**config.mk**
```make
export PLATFORM = sky130hd
export DESIGN_NAME = mips32_multicycle_ctrl
export DESIGN_NICKNAME = d
export VERILOG_FILES = /design/src/rtl/mips32_multicycle_ctrl.sv
export SDC_FILE = /design/constraint.sdc
export NUM_CORES = 1
export LEC_CHECK = 0
export CORE_ASPECT_RATIO = 1.5
export CORE_MARGIN = 10
export CORE_UTILIZATION = 48
export DETAILED_ROUTE_END_ITERATION = 8
export GPL_ROUTABILITY_DRIVEN = 0
export GPL_TIMING_DRIVEN = 0
export PLACE_DENSITY = 0.78
export SKIP_CTS_REPAIR_TIMING = 1
export SYNTH_ARGS = -nofsm -noshare
export SYNTH_HDL_FRONTEND = slang
export SYNTH_SLANG_ARGS = --single-unit
```
**constraint.sdc**
```tcl
create_clock -name clk -period 2.27 [get_ports clk]
set_input_delay 0.3405 -clock clk [delete_from_list [all_inputs] [get_ports clk]]
set_output_delay 0.3405 -clock clk [all_outputs]
set_load 0.005 [all_outputs]
```
**src/rtl/mips32_multicycle_ctrl.sv**
```systemverilog
// Multicycle MIPS32 sequencer: Moore control FSM sharing one memory port for
// fetch and data, with retire counting and halt on illegal opcode or timeout.
module mips32_multicycle_ctrl #(
  parameter int COUNT_W  = 32,
  parameter int MAX_WAIT = 0
) (
  input  logic               clk,
  input  logic               rst,
  input  logic [5:0]         opcode,
  input  logic               mem_ready,
  output logic               mem_req,
  output logic               MemRead,
  output logic               MemWrite,
  output logic               IorD,
  output logic               IRWrite,
  output logic               PCWrite,
  output logic               PCWriteCond,
  output logic [1:0]         PCSource,
  output logic               ALUSrcA,
  output logic [1:0]         ALUSrcB,
  output logic [1:0]         ALUOp,
  output logic               RegWrite,
  output logic               RegDst,
  output logic               MemToReg,
  output logic [3:0]         state,
  output logic [COUNT_W-1:0] instr_count,
  output logic               halted,
  output logic               illegal_op,
  output logic               mem_timeout
);

  localparam int WAIT_W = (MAX_WAIT > 0) ? $clog2(MAX_WAIT + 1) : 1;

  localparam logic [5:0] OP_RTYPE = 6'b000000;
  localparam logic [5:0] OP_LW    = 6'b100011;
  localparam logic [5:0] OP_SW    = 6'b101011;
  localparam logic [5:0] OP_BEQ   = 6'b000100;
  localparam logic [5:0] OP_J     = 6'b000010;
  localparam logic [5:0] OP_ADDI  = 6'b001000;

  typedef enum logic [3:0] {
    S_FETCH   = 4'd0,
    S_DECODE  = 4'd1,
    S_MEMADDR = 4'd2,
    S_MEMRD   = 4'd3,
    S_MEMWB   = 4'd4,
    S_MEMWR   = 4'd5,
    S_EXEC    = 4'd6,
    S_RWB     = 4'd7,
    S_BRANCH  = 4'd8,
    S_JUMP    = 4'd9,
    S_ADDIEX  = 4'd10,
    S_ADDIWB  = 4'd11,
    S_HALT    = 4'd15
  } state_t;

  state_t              state_q, state_d;
  logic [COUNT_W-1:0]  count_q, count_d;
  logic [WAIT_W-1:0]   wait_q, wait_d;
  logic                illegal_q, illegal_d;
  logic                timeout_q, timeout_d;

  logic mem_state;
  logic wait_limit;
  logic stall_timeout;
  logic retire;

  assign mem_state     = (state_q == S_FETCH) || (state_q == S_MEMRD) || (state_q == S_MEMWR);
  assign wait_limit    = (MAX_WAIT > 0) && (wait_q == WAIT_W'(MAX_WAIT));
  // A late mem_ready on the limit cycle still completes the access.
  assign stall_timeout = mem_state && !mem_ready && wait_limit;

  always_comb begin
    state_d   = state_q;
    illegal_d = illegal_q;
    timeout_d = timeout_q;
    retire    = 1'b0;
    case (state_q)
      S_FETCH:   if (mem_ready) state_d = S_DECODE;
      S_DECODE: begin
        case (opcode)
          OP_LW, OP_SW: state_d = S_MEMADDR;
          OP_RTYPE:     state_d = S_EXEC;
          OP_BEQ:       state_d = S_BRANCH;
          OP_J:         state_d = S_JUMP;
          OP_ADDI:      state_d = S_ADDIEX;
          default: begin
            state_d   = S_HALT;
            illegal_d = 1'b1;
          end
        endcase
      end
      S_MEMADDR: state_d = (opcode == OP_SW) ? S_MEMWR : S_MEMRD;
      S_MEMRD:   if (mem_ready) state_d = S_MEMWB;
      S_MEMWR: begin
        if (mem_ready) begin
          state_d = S_FETCH;
          retire  = 1'b1;
        end
      end
      S_MEMWB, S_RWB, S_BRANCH, S_JUMP, S_ADDIWB: begin
        state_d = S_FETCH;
        retire  = 1'b1;
      end
      S_EXEC:    state_d = S_RWB;
      S_ADDIEX:  state_d = S_ADDIWB;
      S_HALT:    state_d = S_HALT;
      default:   state_d = S_HALT;
    endcase
    if (stall_timeout) begin
      state_d   = S_HALT;
      timeout_d = 1'b1;
    end
  end

  always_comb begin
    if (mem_state && !mem_ready && !stall_timeout) wait_d = wait_q + WAIT_W'(1);
    else                                            wait_d = '0;
    count_d = retire ? count_q + COUNT_W'(1) : count_q;
  end

  always_ff @(posedge clk or negedge rst) begin
    if (!rst) begin
      state_q   <= S_FETCH;
      count_q   <= '0;
      wait_q    <= '0;
      illegal_q <= 1'b0;
      timeout_q <= 1'b0;
    end else begin
      state_q   <= state_d;
      count_q   <= count_d;
      wait_q    <= wait_d;
      illegal_q <= illegal_d;
      timeout_q <= timeout_d;
    end
  end

  always_comb begin
    mem_req     = 1'b0;
    MemRead     = 1'b0;
    MemWrite    = 1'b0;
    IorD        = 1'b0;
    IRWrite     = 1'b0;
    PCWrite     = 1'b0;
    PCWriteCond = 1'b0;
    PCSource    = 2'b00;
    ALUSrcA     = 1'b0;
    ALUSrcB     = 2'b00;
    ALUOp       = 2'b00;
    RegWrite    = 1'b0;
    RegDst      = 1'b0;
    MemToReg    = 1'b0;
    case (state_q)
      S_FETCH: begin
        mem_req = 1'b1;
        MemRead = 1'b1;
        ALUSrcB = 2'b01;
        IRWrite = mem_ready;
        PCWrite = mem_ready;
      end
      S_DECODE:  ALUSrcB = 2'b11;
      S_MEMADDR: begin
        ALUSrcA = 1'b1;
        ALUSrcB = 2'b10;
      end
      S_MEMRD: begin
        mem_req = 1'b1;
        MemRead = 1'b1;
        IorD    = 1'b1;
      end
      S_MEMWB: begin
        RegWrite = 1'b1;
        MemToReg = 1'b1;
      end
      S_MEMWR: begin
        mem_req  = 1'b1;
        MemWrite = 1'b1;
        IorD     = 1'b1;
      end
      S_EXEC: begin
        ALUSrcA = 1'b1;
        ALUOp   = 2'b10;
      end
      S_RWB: begin
        RegWrite = 1'b1;
        RegDst   = 1'b1;
      end
      S_BRANCH: begin
        ALUSrcA     = 1'b1;
        ALUOp       = 2'b01;
        PCWriteCond = 1'b1;
        PCSource    = 2'b01;
      end
      S_JUMP: begin
        PCWrite  = 1'b1;
        PCSource = 2'b10;
      end
      S_ADDIEX: begin
        ALUSrcA = 1'b1;
        ALUSrcB = 2'b10;
      end
      S_ADDIWB:  RegWrite = 1'b1;
      default: ;
    endcase
    // Reset must silence the datapath at once, including the Mealy fetch strobes.
    if (!rst) begin
      mem_req     = 1'b0;
      MemRead     = 1'b0;
      MemWrite    = 1'b0;
      IorD        = 1'b0;
      IRWrite     = 1'b0;
      PCWrite     = 1'b0;
      PCWriteCond = 1'b0;
      PCSource    = 2'b00;
      ALUSrcA     = 1'b0;
      ALUSrcB     = 2'b00;
      ALUOp       = 2'b00;
      RegWrite    = 1'b0;
      RegDst      = 1'b0;
      MemToReg    = 1'b0;
    end
  end

  assign state       = rst ? state_q : 4'd0;
  assign instr_count = rst ? count_q : '0;
  assign halted      = rst && (state_q == S_HALT);
  assign illegal_op  = rst && illegal_q;
  assign mem_timeout = rst && timeout_q;

endmodule

```
; ---- Word-level counts from Yosys, hierarchy flattened
; Index checks and enable logic that the tools add are counted.
[totals]
reg_bits = 37
input_bits = 9
out_inout_bits = 56
elab_cells = 78
[op_classes]
add_sub_neg = 1
eq_ne = 20
n_mux = 38
bitwise_logic = 1
n_reduce_logical = 15
[ops]
columns = operator, count
row1 = $add 32x1->32 const B, 1
row2 = $mux 32, 1
row3 = $pmux 4 s8, 1
row4 = $mux 1, 22
row5 = $eq 4x4->1 const B, 5
row6 = $pmux 4 s5, 1
row7 = $eq 4x3->1 const B, 4
row8 = $mux 4, 4
row9 = $eq 6x6->1 const B, 2
row10 = $eq 4x2->1 const B, 2
row11 = $pmux 2 s2, 2
row12 = $reduce_or 2->1, 4
row13 = $eq 6x2->1 const B, 1
row14 = $eq 6x3->1 const B, 1
row15 = $eq 6x4->1 const B, 1
row16 = $logic_not 6->1, 1
row17 = $mux 2, 3
row18 = $ne 2x2->1 const B, 3
row19 = $pmux 2 s3, 1
row20 = $reduce_or 3->1, 2
row21 = $reduce_or 6->1, 1
row22 = $reduce_or 5->1, 1
row23 = $eq 4x1->1 const B, 1
row24 = $logic_not 4->1, 1
row25 = other kinds (7), 9

; ---- Logic depth before layout (Yosys ltp)
[depth]
depth_word = 4
depth_mapped = 7
ltp_nobuf = 5

; ---- Least setup slack after synthesis
; Ideal clock, no wire load.
[synth_timing]
path_type = register to output
from = register state_q[1]
to = output port PCSource[0]
arrival_time_ps = 1300
required_ps = 1929
slack_ps = 630
path_stages_with_launch = 5
path_buffers = 2
path_cell_list = dfrtp_1 > clkbuf_1 > nand2b_1 > nor4_1 > buf_4
[synth_via]
elab_chain_len = 3
elab_cells_between_ends = 4
classes_between = eq/ne (2) / mux (2)
[synth_rtl]
columns = item, line
row1 = "start, declared", 57  ; state_t state_q, state_d;
row2 = "start signal, assigned", 130  ; state_q <= state_d;
row3 = $eq 4x4->1, 153  ; case (state_q)
row4 = $pmux 2 s2 (*), 153
row5 = $mux 2 (*), 206  ; if (!rst) begin
row6 = "end, declared", 18  ; output logic [1:0] PCSource,
; Every way passes the cells marked *; elsewhere a longest branch is shown, timed or not.

; ---- Final worst setup path
[layout_timing]
from = register state_q[3]
to = output port PCSource[0]
; Same word-level chain as after synthesis.

==> results.md <==
## Timing
* 0 — count of pins over their slew limit
* 1 — Setup Viol. Count Final
* 0.00877 ns — clock skew after layout
* 0.0217 ns — final-layout worst hold slack
* 0 — Final Hold Vio Count
* 436 MHz — FMAX
* -0.0210 ns — Final WS setup
* 101% — post-route clock period utilization
* 2.29 ns — final period demand of the worst path
* yes — setup repair after global routing missed its margin

## Yosys
* 36.9% — simple-gate portion of the synthesized area
* dfrtp_1 — cell taking the most area after synthesis
* 0.531% — share of synthesized cell area in full adder, half adder and majority cells
* 7.11% — synthesized-area fraction occupied by ao, oa, aoi and oai cells
* 37 x and2_1, 37 x dfrtp_1, 23 x xnor2_1 — Commonest cells post-synth
* 258 — number of cells produced by synthesis
* dfrtp_1 — Primary FF master, synth
* 12.3% — parity-gate share of the synthesized area counting xor and xnor cells
* 39.3% — top cell type's share of synthesized area
* 100% — proportion of synthesized flip-flops having asynchronous set or reset
* dfrtp_1 39%, and2_1 9.8%, xnor2_1 8.5% — synth top area cells
* 37 — register bit count reported by yosys
* 39.3% — fraction of the yosys area taken by sequential cells
* simple AND/OR/NAND/NOR gates — dominant combinational cell family by area after synthesis
* 0 — yosys warns
* 51 — number of library cell types mapped by synthesis
* 0 — count of flip-flops with a built-in enable after synthesis
* 2360 sq um — combined area of all synthesized cells
* 0.478% — multiplexer share of the synthesized area
* 268 — total nets after synthesis
* 9.14 sq um — post-synthesis area per instance

## Setup path
* 4 — Crit path depth
* 1.93 ns — data required time of the critical path
* clkinvlp_4 > nor4_4 > buf_4 > clkdlybuf4s50_1 — cell breakdown of the critical path
* 0.48 ns — Worst R2R Setup Slack
* 0.50 ns — slowest cell delay on critical path
* 5 — R2R depth
* output pin — critical path endpoint category
* 3 — WP buf/inv
* 1.95 ns — endpoint arrival time on the critical path
* flop — type of origin of the critical path
* reg -> out — path type of the worst setup path
* 7 — highest net fanout along the worst path
* clkdlybuf4s50_1 — worst-path cell with the longest stage delay
* buffers and inverters — kind of cell adding the most delay to the critical path

## Clock tree
* 5 — total clock buffers created by CTS
* yes — clock tree from TritonCTS
* clkbuf_8 — library cell used as clock root buffer
* 2 — Max Root-Sink Buffers
* 2 — deepest level of the CTS H-tree
* 0.08 ns — clock transition time at the flip-flop clock pins of the worst setup and hold paths
* 0.30 ns — clk_lat worst skew
* 37 — total clock sinks

## Drt
* 117 — number of design-rule violations left by the first detailed-router iteration
* 0 — post-detailed-route count of antenna-violating nets
* 0 — # DRC
* 2176 — detailed-route via count
* 5.41 — Vias per Instance
* 5 — total iterations of the first detailed-routing run
* 15.2 um — wire per inst
* 6.11 mm — total routed wirelength

## Global routing
* 0 — antenna violations before repair
* 14.4% — GRT Util Overall
* 42 — largest net degree at the start of global routing
* 9.87 mm — first-pass GRT wire length
* 0 — final global-route overflow total
* 2111 — via count of the first global-routing pass

## Place
* 63 — Port Buffers
* 4.52 mm — half-perimeter wire length of the detailed placement result
* 3090 sq um — post-detailed-placement cell area

## Floorplan
* 4810 sq um — area of the core
* 106 um — Die Height
* 31 — Std-Cell Rows
* 65 — total I/O pin count
* 77.2 um — die width
* 8170 sq um — area of the die
* 49.0% — effective utilization at floorplan

## Cells and area
* 41.8% — Layout Area Growth over Synthesis
* 345 — Final Net Count
* 3340 sq um — post-route cell area
* 0 — number of diodes
* 15.2% — fraction of layout cells with a size suffix above 1

## Pwr
* 402 nW/um^2 — Cell Pwr Density
* 1.57 nW — static leakage
* 267 uV — worst ir drop on vdd

## Hold path
* in -> async — HP Class

## Status
* complete, but fails checks — status
* negative setup slack — violated checks

## Run
* 0 — number of max-cap violations

## layout make-up
cell class,instances,area (sq um)
Multi-Input combinational cell,204,1390
Fill cell,428,1470
Timing Repair Buffer,70,711
Tap cell,66,82.6
Clock inverter,2,37.5
Buffer,14,91.3
Sequential cell,37,928
Inverter,3,15.0
Clock buffer,6,82.6
## layout by cell type, fill, tap and decap left out, types with 7 or more instances in the layout
master | synthesis | final
clkdlybuf4s50_1 | 0 | 55
nand3_1 | 11 | 11
nor3_1 | 10 | 10
nand2_1 | 22 | 20
and2_1 | 37 | 37
dfrtp_1 | 37 | 35
xnor2_1 | 23 | 23
xor2_1 | 10 | 10
nand4_1 | 8 | 8
dlymetal6s2s_1 | 0 | 7
and3_1 | 10 | 10
buf_4 | 3 | 11
nor2_1 | 15 | 12
## worst reg2reg max path: cells and delay by family (launching register included)
kind	cells	cell delay (ns)
xor gates and xnor gates	1	0.15
DFF	1	0.44
and+or+nand+nor	4	1.07
## per-layer routing
layer / vias up / routed length [um] / track usage [%]
met5: - / 0 / 0
met4: 0 / 167 / 5.63
met3: 13 / 516 / 5.78
met2: 88 / 3180 / 25.7
met1: 1035 / 2240 / 14.6
li1: 1040 / - / -
## power by group
part / switching (mW) / leakage (nW) / internal, mW
clock: 0.246 / 0.0574 / 0.357
combinational: 0.0431 / 1.02 / 0.0377
sequential: 0.000331 / 0.491 / 0.659
total: 0.290 / 1.57 / 1.05
## registers in the layout (all words and copies together) (netlist names)
name       cells
count_q       32
illegal_q      1
state_q        4
## worst paths after layout
| path | startpoint | to |
|---|---|---|
| worst max-delay path | state_q[3] | PCSource[0] |
| min in group clk | illegal_q | illegal_q |
| max in group asynchronous | rst | count_q[20] |
| worst min register to register | illegal_q | illegal_q |
| worst max register to register | count_q[10] | count_q[30] |
| worst min-delay path | rst | count_q[15] |
## through the flow
stage	utilization (%)	setup WS, ns	setup TNS (ns)	std cells	power (mW)
2_1_floorplan	-	0.630	0	258	0.696
3_3_place_gp	63.8	-1.70	-81.91	387	0.748
3_5_place_dp	64.2	0.0153	0	388	0.752
4_1_cts	66.6	-0.308	-2.19	396	1.35
5_1_grt	69.5	-0.151	-0.471	402	1.38
6_report	69.5	-0.0210	-0.0210	402	1.34
## cells by family (layout without fill, tap and decap cells)
| group | after synthesis | count (layout) |
|---|---|---|
| xor+xnor | 33 | 33 |
| mux | 1 | 1 |
| buf+inv | 17 | 95 |
| other cells | 1 | 1 |
| simple gates | 144 | 144 |
| fa+ha+maj | 1 | 1 |
| compound gates | 24 | 24 |
| flops | 37 | 37 |
Power figures use the tool's default switching activity.
